==> config.mk <==
export PLATFORM = sky130hd
export DESIGN_NAME = reg_lock_restore
export DESIGN_NICKNAME = d
export VERILOG_FILES = /design/src/rtl/lock_pkg.sv /design/src/rtl/reg_lock_restore.sv
export SDC_FILE = /design/constraint.sdc
export NUM_CORES = 1
export LEC_CHECK = 0
export BUFFER_PORTS_ARGS = -buffer_cell sky130_fd_sc_hd__buf_2
export CAP_MARGIN = 40
export CORE_AREA = 2 2 133 135
export DETAILED_ROUTE_END_ITERATION = 6
export DIE_AREA = 0 0 135 137
export PLACE_DENSITY = 0.81
export SLEW_MARGIN = 0
export SYNTH_ARGS = -nofsm -noshare
export SYNTH_HDL_FRONTEND = slang
export SYNTH_SLANG_ARGS = --single-unit
==> constraint.sdc <==
create_clock -name clk_i -period 1.8 [get_ports clk_i]
set_input_delay 0.18 -clock clk_i [delete_from_list [all_inputs] [get_ports clk_i]]
set_output_delay 0.18 -clock clk_i [all_outputs]
set_load 0.05 [all_outputs]
==> src/rtl/lock_pkg.sv <==
// Shared constants and FSM state type for the lock-register restore block.
// Lock registers are fail-secure: every bit set means "locked".
package lock_pkg;

  localparam int NUM_LCKS        = 6;
  localparam int LCK_W           = 32;
  localparam int IDX_W           = 3;
  localparam int CNT_W           = 8;
  localparam int RESTORE_TIMEOUT = 255;

  localparam logic [LCK_W-1:0] LCK_SECURE = 32'hFFFF_FFFF;

  typedef enum logic [1:0] {
    RESTORE_REQ,
    RESTORE_WAIT,
    READY,
    FAIL
  } lock_state_e;

endpackage

==> src/rtl/reg_lock_restore.sv <==
// Lock registers restored from retention storage after a power-state exit;
// software may only set further lock bits once the restore has completed.
module reg_lock_restore
  import lock_pkg::*;
(
  input  logic                           clk_i,
  input  logic                           rst_low,
  input  logic                           wake_i,
  output logic                           ret_req_o,
  output logic [IDX_W-1:0]               ret_idx_o,
  input  logic                           ret_ack_i,
  input  logic [LCK_W-1:0]               ret_data_i,
  input  logic                           wr_valid_i,
  output logic                           wr_ready_o,
  input  logic [IDX_W-1:0]               wr_idx_i,
  input  logic [LCK_W-1:0]               wr_data_i,
  output logic                           wr_err_o,
  output logic [NUM_LCKS-1:0][LCK_W-1:0] register_lcks,
  output logic                           locks_ready_o,
  output logic                           restore_err_o
);

  localparam logic [IDX_W-1:0] LAST_IDX = IDX_W'(NUM_LCKS - 1);
  localparam logic [CNT_W-1:0] TMO_LAST = CNT_W'(RESTORE_TIMEOUT - 1);

  lock_state_e                    state_q, state_d;
  logic [IDX_W-1:0]               idx_q, idx_d;
  logic [CNT_W-1:0]               cnt_q, cnt_d;
  logic [NUM_LCKS-1:0][LCK_W-1:0] lcks_d;
  logic                           wr_err_d;
  logic                           rerr_set;

  function automatic logic [CNT_W-1:0] sat_inc(input logic [CNT_W-1:0] v);
    return (v == {CNT_W{1'b1}}) ? v : v + CNT_W'(1);
  endfunction

  always_comb begin
    state_d  = state_q;
    idx_d    = idx_q;
    cnt_d    = cnt_q;
    lcks_d   = register_lcks;
    wr_err_d = 1'b0;
    rerr_set = 1'b0;

    // wake_i pre-empts any ack or write arriving in the same cycle
    if (wake_i) begin
      state_d = RESTORE_REQ;
      idx_d   = '0;
      cnt_d   = '0;
      lcks_d  = {NUM_LCKS{LCK_SECURE}};
    end else begin
      case (state_q)
        RESTORE_REQ: begin
          cnt_d   = '0;
          state_d = RESTORE_WAIT;
        end
        RESTORE_WAIT: begin
          if (ret_ack_i) begin
            for (int i = 0; i < NUM_LCKS; i++) begin
              if (idx_q == IDX_W'(i)) lcks_d[i] = ret_data_i;
            end
            cnt_d = '0;
            if (idx_q == LAST_IDX) begin
              state_d = READY;
            end else begin
              idx_d   = idx_q + IDX_W'(1);
              state_d = RESTORE_REQ;
            end
          end else begin
            cnt_d = sat_inc(cnt_q);
            // this is the 255th cycle spent waiting without an ack
            if (cnt_q == TMO_LAST) begin
              state_d  = FAIL;
              rerr_set = 1'b1;
            end
          end
        end
        READY: begin
          if (wr_valid_i) begin
            if (wr_idx_i <= LAST_IDX) begin
              for (int i = 0; i < NUM_LCKS; i++) begin
                if (wr_idx_i == IDX_W'(i)) lcks_d[i] = register_lcks[i] | wr_data_i;
              end
            end else begin
              wr_err_d = 1'b1;
            end
          end
        end
        default: begin
          state_d = state_q;
        end
      endcase
    end
  end

  always_ff @(posedge clk_i) begin
    if (!rst_low) begin
      state_q       <= RESTORE_REQ;
      idx_q         <= '0;
      cnt_q         <= '0;
      register_lcks <= {NUM_LCKS{LCK_SECURE}};
      wr_err_o      <= 1'b0;
      restore_err_o <= 1'b0;
    end else begin
      state_q       <= state_d;
      idx_q         <= idx_d;
      cnt_q         <= cnt_d;
      register_lcks <= lcks_d;
      wr_err_o      <= wr_err_d;
      if (rerr_set) restore_err_o <= 1'b1;
    end
  end

  assign ret_req_o     = (state_q == RESTORE_WAIT);
  assign ret_idx_o     = idx_q;
  assign wr_ready_o    = (state_q == READY);
  assign locks_ready_o = (state_q == READY);

endmodule
==> summary.md, run 1 <==
| Metric | Value |
|---|---|
| Outcome | finished, final reports clean |
| Clock-pin slew on the worst setup and hold paths | 70 ps |
| Crit path top cell by count | buf_4 |
| Largest area contributor in the netlist | dfxtp_1 |
| Initial drt markers | 425 |
| Dpl hpwl | 16300 um |
| PnR worst setup slack | 38.4 ps |
| Die area | 0.0185 mm2 |
| Clk_skew | 9.18 ps |
| WP buf/inv | 5 |
| Row count | 48 |
| Final ANT Viol Nets | 0 |
| Most common cell after layout, fill and taps aside | buf_2 |
| Antenna violations before repair | 0 |
| Ys flop type | dfxtp_1 |
| Pwr per Cell Area | 935 mW/mm2 |
| Wire per inst | 20.6 um |
| Die width | 135 um |
| Met3 usage | 5.26% |
| Mapped Cells | 663 |
| Met1 usage | 31.1% |
| Max VDD drop | 654 uV |
| Crit path to | register_lcks[10] |
| Die Height | 137 um |
| Clk_lat worst skew | 490 ps |
| Final hold violation count | 0 |
| Least-Margin Pin Slew | 674 ps |
| Drt first pass iters | 5 |
| Async set-reset flop share out of synthesis | 0% |
| Fmax | 568 MHz |
| Worst hold path class | in -> reg |
| Tot GR Track Use | 24.5% |
| Slew margin rel. | 55.1% |
| Placer Congestion | 0.828 |
| Fin cells | 1176 |
| Startpoint Class | flip-flop |
| Static Leak | 3.82 nW |
| Ratio of cells with drive above 1 in the final layout | 39.1% |
| Final setup fails | 0 |
| Max Transition Viols Final | 0 |
| First-pass GRT wire length | 35700 um |
| Syn nets | 742 |
| Worst endpoint data arrival time | 2190 ps |
| Pwr Total | 9.42 mW |
| Placed Cells | 1128 |
| Port bufs | 271 |
| FF-to-FF setup slack | 40 ps |
| Number of I/O pins | 272 |
| Ranking of synthesized cells by area | dfxtp_1, a221o_1, nand2_1, clkbuf_1, ha_1 |
| Worst r2r path cells | 8 |
| Overflow after GRT | 0 |
| WP depth | 8 |
| Met2 usage | 42.0% |
| # DRC | 0 |
| Via/cell ratio | 5.84 |
| Routed wire length | 24300 um |
| Crit path cell chain | nand2b_4, inv_2, buf_4, buf_12, a222oi_1, buf_4, clkbuf_16, a221o_1 |
| Top Usage Layer GRT | met2 |
| N_diodes | 0 |
| Clock root cell | clkbuf_16 |
| Synth top area share | 56.5% |
| Synth unique cells | 37 |
| Largest stage delay, worst path | 330 ps |
| Pin count of the biggest net entering global routing | 152 |
| Avg Cell Area, Syn | 11.1 um2 |
| Seq cells post-synth | 207 |
| Post-synth EDFFs | 0 |
| Max FO, Critical Path | 6 |
| Worst Setup SP | state_q[0] |
| Clock Path Buffers | 3 |
| RR Endpoint | register_lcks[10] |
| Fin nets | 1016 |
| Crit path capture type | flip-flop |
| Detailed-route via count | 6867 |
| Fin crit period | 1760 ps |
| Sequential fraction of the synthesis area | 56.5% |
| Number of global-route vias before repair | 6274 |
| Commonest non-fill, non-tap cells in the layout | buf_2, dfxtp_1, a221o_1 |
| CP top delay family | buffers and inverters |
| CTS tree | built |
| Worst r2r src | state_q[0] |
| Initial Utilization | 43.0% |
| Worst Setup Path Type | reg -> reg |
| DP Worst Slack | -81.7 ps |
| Inserted Clock Buffers | 20 |
| Max-cap viol count | 0 |
| Final worst-path cycle share | 97.9% |
| # clock sinks | 207 |
| Max stage delay cell, worst path | dfxtp_2 |
| Area grow syn2layout | 37.4% |
| Core box area | 0.0171 mm2 |
| Synth Cell Area | 0.00733 mm2 |
| RSZ-0062 raised after global routing | true |
| Htree depth | 1 |
| Crit path required time | 2230 ps |
| Synth warn | 0 |
[area by class of cell]
type | instances | area (um2)
fill | 1412 | 6980
sequential | 207 | 4150
multi-input combinational | 383 | 2990
clock inverter | 7 | 91.3
timing repair buffer | 320 | 1950
inverter | 5 | 18.8
clock buffer | 29 | 596
tap | 225 | 282
[what timing repair did]
item,CTS,global route
gates cloned,1,3
endpoints found under the setup margin,21,110
buffers inserted,1,4
pin swaps,1,8
hold buffers,3,0
gates resized for setup,5,12
hold endpoints to repair,2,0
[registers in the layout (all words and copies together), names as in the netlist]
| name | cells |
|---|---|
| ret_idx_o | 3 |
| restore_err_o | 1 |
| state_q | 2 |
| register_lcks | 192 |
| wr_err_o | 1 |
| cnt_q | 8 |
[cell usage after synthesis (4+ instances only)]
cell type and instances:
nand2b_1 5, a221o_1 192, a21oi_1 6, nor2b_1 5, nor2_1 10, clkbuf_1 59, o21ai_1 5, o21ai_0 5
nand2_1 108, dfxtp_1 207, nand3_1 10, inv_1 5, ha_1 7, buf_6 4
[routing by layer]
metal | wire (um) | up-vias
li1 | - | 3162
met1 | 9820 | 3303
met2 | 11800 | 362
met3 | 2130 | 40
met4 | 560 | 0
met5 | 0 | -
[tightest hold or removal path, delay by kind of cell]
| family | cells | cell delay, ps |
|---|---|---|
| AO/OA/AOI/OAI | 1 | 90 |
| buffers and inverters | 1 | 90 |
| AND/OR/NAND/NOR | 2 | 170 |
[report_power, final]
| part | total (mW) | switching, mW | internal [mW] |
|---|---|---|---|
| combinational | 0.484 | 0.331 | 0.154 |
| clock | 4.33 | 1.74 | 2.59 |
| sequential | 4.61 | 0.0108 | 4.60 |
| total | 9.42 | 2.08 | 7.35 |
[cells by family (layout without fill, tap and decap cells)]
group                    Yosys count  after routing  synth area share, %
AO/OA/AOI/OAI                    217            217                 28.3
flip-flops                       207            207                 56.5
AND/OR/NAND/NOR                  154            154                 9.18
buffers and inverters             73            361                 4.21
adder cells (fa/ha/maj)            7              7                 1.19
XOR/XNOR                           4              4                0.478
multiplexers                       1              1                0.136
[worst min-delay path by stage]
stage / start / endpoint / slack, ps / depth (start not counted)
after floorplan: rst_low / restore_err_o / 290 / 2
after global placement: restore_err_o / restore_err_o / 440 / 2
after detailed placement: restore_err_o / restore_err_o / 450 / 2
after CTS: wake_i / restore_err_o / 80 / 4
after global routing: wake_i / restore_err_o / 110 / 4
final: wake_i / restore_err_o / 90 / 4
[metrics by stage]
step	util (%)	setup TNS (ps)	cell area (um2)	hold WS, ps
after global routing	59.1	-483	10100	111
after detailed placement	53.9	-1580	9200	447
final	59.1	0	10100	85.6
after global placement	53.4	-8130	9120	437
after floorplan	-	-5040	7360	293
after CTS	58.3	0	9940	75.7
Note: power is estimated with default switching activity, not from simulation.
==> run 2: changes to the inputs <==
- ABC_CLOCK_PERIOD_IN_PS: default -> 1800
- HOLD_SLACK_MARGIN: default -> 0.15
==> run 2 against run 1 <==
Against the previous run: sequential power barely moved; via count rose by 0.22%; clock skew fell by 2.2 ps; critical path depth fell by 2; core utilization rose by 0.33 points; worst setup slack improved by 5.2 ps; total power barely moved; register-to-register slack barely moved; global-route usage rose by 0.15 points; combinational power barely moved; clock power barely moved; critical endpoint is now register_lcks[11].
==> summary.md, run 2 (synthesis gave the netlist of run 1 again) <==
| Metric | Value |
|---|---|
| First-pass GRT wire length | 35800 um |
| Startpoint Class | flip-flop |
| Worst hold path class | in -> reg |
| Max stage delay cell, worst path | dfxtp_2 |
| Area grow syn2layout | 38.2% |
| Crit path cell chain | nand2b_4, or3_1, a222oi_1, buf_4, clkbuf_16, a221o_1 |
| Number of global-route vias before repair | 6308 |
| Ratio of cells with drive above 1 in the final layout | 39.0% |
| Max FO, Critical Path | 6 |
| FF-to-FF setup slack | 40 ps |
| Clock root cell | clkbuf_16 |
| Overflow after GRT | 0 |
| Wire per inst | 20.6 um |
| Initial Utilization | 43.0% |
| Largest register FFs | 192 |
| Row count | 48 |
| Htree depth | 1 |
| Pwr per Cell Area | 930 mW/mm2 |
| Max Transition Viols Final | 0 |
| Min-Delay Startpoint | wr_data_i[3] |
| Placer Congestion | 0.828 |
| Slew margin rel. | 56.2% |
| N_diodes | 0 |
| # clock sinks | 207 |
| CTS tree | built |
| Fin nets | 1020 |
| Core box area | 0.0171 mm2 |
| Outcome | finished, final reports clean |
| Final Hold Slack | 184 ps |
| Die area | 0.0185 mm2 |
| Via/cell ratio | 5.83 |
| Max-cap viol count | 0 |
| Fin crit period | 1760 ps |
| Final core area utilization | 59.4% |
| Hold depth | 4 |
| Pin count of the biggest net entering global routing | 152 |
| Crit path required time | 2230 ps |
| Port bufs | 271 |
| WHS Endpoint | register_lcks[99] |
| Worst r2r path cells | 6 |
| Least-Margin Pin Slew | 657 ps |
| Clk_skew | 6.97 ps |
| Detailed-route via count | 6882 |
| Tot GR Track Use | 24.7% |
| Commonest non-fill, non-tap cells in the layout | buf_2, dfxtp_1, a221o_1 |
| Drt first pass iters | 5 |
| Static Leak | 3.84 nW |
| # DRC | 0 |
| Routed wire length | 24300 um |
| Final worst-path cycle share | 97.6% |
| Final hold violation count | 0 |
| Initial drt markers | 451 |
| RSZ-0062 raised after global routing | true |
| Clock-pin slew on the worst setup and hold paths | 60 ps |
| Clk_lat worst skew | 490 ps |
| Die width | 135 um |
| Fmax | 569 MHz |
| Layout filler cell count | 1402 |
| Final ANT Viol Nets | 0 |
| RR Endpoint | register_lcks[11] |
| Die Height | 137 um |
| Clock Path Buffers | 3 |
| Worst r2r src | state_q[0] |
| Final setup fails | 0 |
| Crit path capture type | flip-flop |
| Biggest register | register_lcks |
| Pwr Total | 9.43 mW |
| Most common cell after layout, fill and taps aside | buf_2 |
| Number of I/O pins | 272 |
| Worst Setup Path Type | reg -> reg |
| Inserted Clock Buffers | 20 |
| Worst endpoint data arrival time | 2180 ps |
| Antenna violations before repair | 0 |
| Max VDD drop | 660 uV |
| Dpl hpwl | 16300 um |
| Largest stage delay, worst path | 320 ps |
## run 2: worst max-delay path by stage
| stage | slack, ps | from | end |
|---|---|---|---|
| after floorplan | -170 | state_q[1] | register_lcks[0] |
| after global placement | -130 | state_q[0] | register_lcks[128] |
| after detailed placement | -80 | state_q[0] | register_lcks[5] |
| after CTS | 8 | state_q[0] | wr_ready_o |
| after global routing | -30 | state_q[0] | register_lcks[8] |
| final | 40 | state_q[0] | register_lcks[11] |
## run 2: what timing repair did
item / CTS / global route
buffers inserted: 1 / 4
endpoints found under the hold margin: 4 / 0
pin swaps: 1 / 5
gates resized for setup: 5 / 14
hold buffers: 7 / 0
gates cloned: 1 / 3
setup endpoints to repair: 21 / 110
## run 2: report_power, final
group | leakage (nW) | switching [mW] | internal [mW] | total, mW
sequential | 1.68 | 0.0109 | 4.60 | 4.61
combinational | 1.83 | 0.331 | 0.156 | 0.487
clock | 0.337 | 1.74 | 2.59 | 4.33
total | 3.84 | 2.08 | 7.35 | 9.43
## run 2: worst max-delay path, delay by kind of cell (launching register included)
| family | cells | cell delay, ps |
|---|---|---|
| compound gates | 2 | 430 |
| flops | 1 | 320 |
| simple gates | 2 | 450 |
| buf+inv | 2 | 490 |
## run 2: cell type report
type | instances | area [um2] | share of cell area (%)
Multi-Input combinational cell | 383 | 2990 | 29.5
Timing Repair Buffer | 324 | 2010 | 19.8
Sequential cell | 207 | 4150 | 41.0
Inverter | 5 | 18.8 | 0.185
Clock buffer | 29 | 596 | 5.88
Tap cell | 225 | 282 | 2.78
Clock inverter | 7 | 91.3 | 0.901
## run 2: per-stage QoR
| step | TNS, ps | instances | setup WS [ps] | cell area (um2) |
|---|---|---|---|---|
| detailed placement | -1580 | 1128 | -81.7 | 9200 |
| global placement | -8130 | 1125 | -133 | 9120 |
| global route | -457 | 1180 | -33.1 | 10100 |
| floorplan | -5040 | 663 | -165 | 7360 |
| CTS | 0 | 1173 | 8.25 | 9980 |
| finish | 0 | 1180 | 43.6 | 10100 |
## run 2: metal layers
| layer | global-route usage, % | share of wire [%] | vias up |
|---|---|---|---|
| li1 | - | - | 3172 |
| met1 | 31.2 | 42 | 3333 |
| met2 | 42.0 | 48 | 340 |
| met3 | 5.33 | 7.9 | 37 |
| met4 | 8.10 | 2.4 | 0 |
| met5 | 0 | 0 | - |
==> run 3: changes to the inputs <==
- PLACE_DENSITY: 0.81 -> 0.74
==> run 3 against run 2 <==
Against the previous run: design area shrank 2.3%; critical path depth shrank 2; clock power fell by 2%; sequential power hardly changed; die area did not move.
==> summary.md, run 3 (synthesis gave the netlist of run 1 again) <==
| Metric | Value |
|---|---|
| Worst r2r src | state_q[0] |
| Largest register FFs | 192 |
| Crit path cell chain | nand2b_4, inv_1, buf_4, clkbuf_4 |
| Worst Setup Path Type | reg -> out |
| Via/cell ratio | 5.81 |
| Wire per inst | 20.6 um |
| Placed Cells | 1123 |
| Clock Path Buffers | 3 |
| Setup TNS | 0 ps |
| Final Hold Slack | 164 ps |
| Area grow syn2layout | 35.1% |
| Fin cells | 1167 |
| Pwr Total | 9.33 mW |
| Max VDD drop | 606 uV |
| Placer Congestion | 0.802 |
| Static Leak | 3.74 nW |
| Placed cell area | 0.00914 mm2 |
| WP buf/inv | 3 |
| Least-Margin Pin Slew | 478 ps |
| Clk_skew | 6.49 ps |
| Ratio of cells with drive above 1 in the final layout | 37.6% |
| Comb power frac | 4.9% |
| Final hold violation count | 0 |
| Port bufs | 271 |
| Outcome | finished, final reports clean |
| Min-Delay Startpoint | ret_data_i[2] |
| Fmax | 564 MHz |
| Fin crit period | 1770 ps |
| Seq pwr share | 49.4% |
| PnR worst setup slack | 28.3 ps |
| Clock group share of total power | 45.6% |
| Clock root cell | clkbuf_16 |
| Clk_lat worst skew | 490 ps |
| Worst r2r path cells | 6 |
| Final worst-path cycle share | 98.4% |
| Final ANT Viol Nets | 0 |
| Hold depth | 4 |
| Max Transition Viols Final | 0 |
| Drt first pass iters | 5 |
| Inserted Clock Buffers | 22 |
| Commonest non-fill, non-tap cells in the layout | buf_2, dfxtp_1, a221o_1 |
| Sw Ratio | 22.4% |
| DP Worst Slack | 7.02 ps |
| Initial Utilization | 43.0% |
| RSZ-0062 raised after global routing | true |
| Worst endpoint data arrival time | 1590 ps |
| First-pass GRT wire length | 35900 um |
| Htree depth | 1 |
| Overflow after GRT | 0 |
| Detailed-route via count | 6786 |
| Largest stage delay, worst path | 310 ps |
| Startpoint Class | flip-flop |
| Die Height | 137 um |
| # clock sinks | 207 |
| Number of global-route vias before repair | 6296 |
| Dpl hpwl | 16300 um |
| Pin count of the biggest net entering global routing | 101 |
| FF-to-FF setup slack | 70 ps |
| Slew margin rel. | 68.1% |
| Clock-pin slew on the worst setup and hold paths | 60 ps |
| Max-cap viol count | 0 |
| N_diodes | 0 |
| Crit path capture type | primary output |
| Die area | 0.0185 mm2 |
| Die width | 135 um |
| Antenna violations before repair | 0 |
| Pwr per Cell Area | 942 mW/mm2 |
| Number of I/O pins | 272 |
| Crit path required time | 1620 ps |
| Most common cell after layout, fill and taps aside | buf_2 |
| Max stage delay cell, worst path | dfxtp_1 |
| WHS Endpoint | register_lcks[34] |
| NetSw | 2.09 mW |
| CP top delay family | buffers and inverters |
| Routed wire length | 24100 um |
| Biggest register | register_lcks |
| Core box area | 0.0171 mm2 |
| Row count | 48 |
| Fin nets | 1008 |
| Initial drt markers | 397 |
| Post-CTS setup buffers | 0 |
| P_int | 7.24 mW |
| Tot GR Track Use | 24.6% |
| Worst hold path class | in -> reg |
| Max FO, Critical Path | 14 |
| RR Endpoint | register_lcks[15] |
| CTS tree | built |
| Final instance area | 0.00991 mm2 |
| # DRC | 0 |
| Final setup fails | 0 |
| Final core area utilization | 58.1% |
==> run 3: area by class of cell <==
| cell class | count | area [um2] |
|---|---|---|
| Clock buffer | 34 | 657 |
| Clock inverter | 3 | 21.3 |
| Fill cell | 1498 | 7150 |
| Inverter | 5 | 18.8 |
| Multi-Input combinational cell | 383 | 2990 |
| Sequential cell | 207 | 4150 |
| Tap cell | 225 | 282 |
| Timing Repair Buffer | 310 | 1790 |
==> run 3: routing by layer <==
layer | up-vias | part of all wire (%) | GRT usage (%)
met3 | 44 | 8.3 | 4.85
met4 | 0 | 2.6 | 7.93
met2 | 317 | 48 | 42.2
li1 | 3126 | - | -
met5 | - | 0 | 0
met1 | 3299 | 41 | 31.4
==> run 3: worst min-delay path, cell delays in order <==
cell     delay (ps)
buf_2            70
nand2_1          40
nand2_1         170
a221o_1         160
==> run 3: timing repair <==
item,4_1_cts,5_1_grt
gates resized for setup,1,6
pin swaps,0,6
endpoints found under the setup margin,1,37
hold buffers,7,0
endpoints found under the hold margin,6,0
==> run 3: worst max-delay path by stage <==
stage / slack [ps] / end / depth (start not counted) / start
floorplan: -170 / register_lcks[0] / 6 / state_q[1]
global placement: -80 / register_lcks[141] / 5 / state_q[0]
detailed placement: 7 / register_lcks[1] / 6 / state_q[0]
CTS: 20 / wr_ready_o / 4 / state_q[0]
global route: -20 / wr_ready_o / 4 / state_q[0]
finish: 30 / locks_ready_o / 4 / state_q[0]
==> run 3: power by group through the flow <==
stage	Sequential, mW	Combinational (mW)	Clock [mW]
finish	4.61	0.461	4.25
global route	4.61	0.493	4.54
CTS	4.61	0.460	4.33
detailed placement	4.71	0.451	0
global placement	4.71	0.449	0
floorplan	4.77	0.190	0
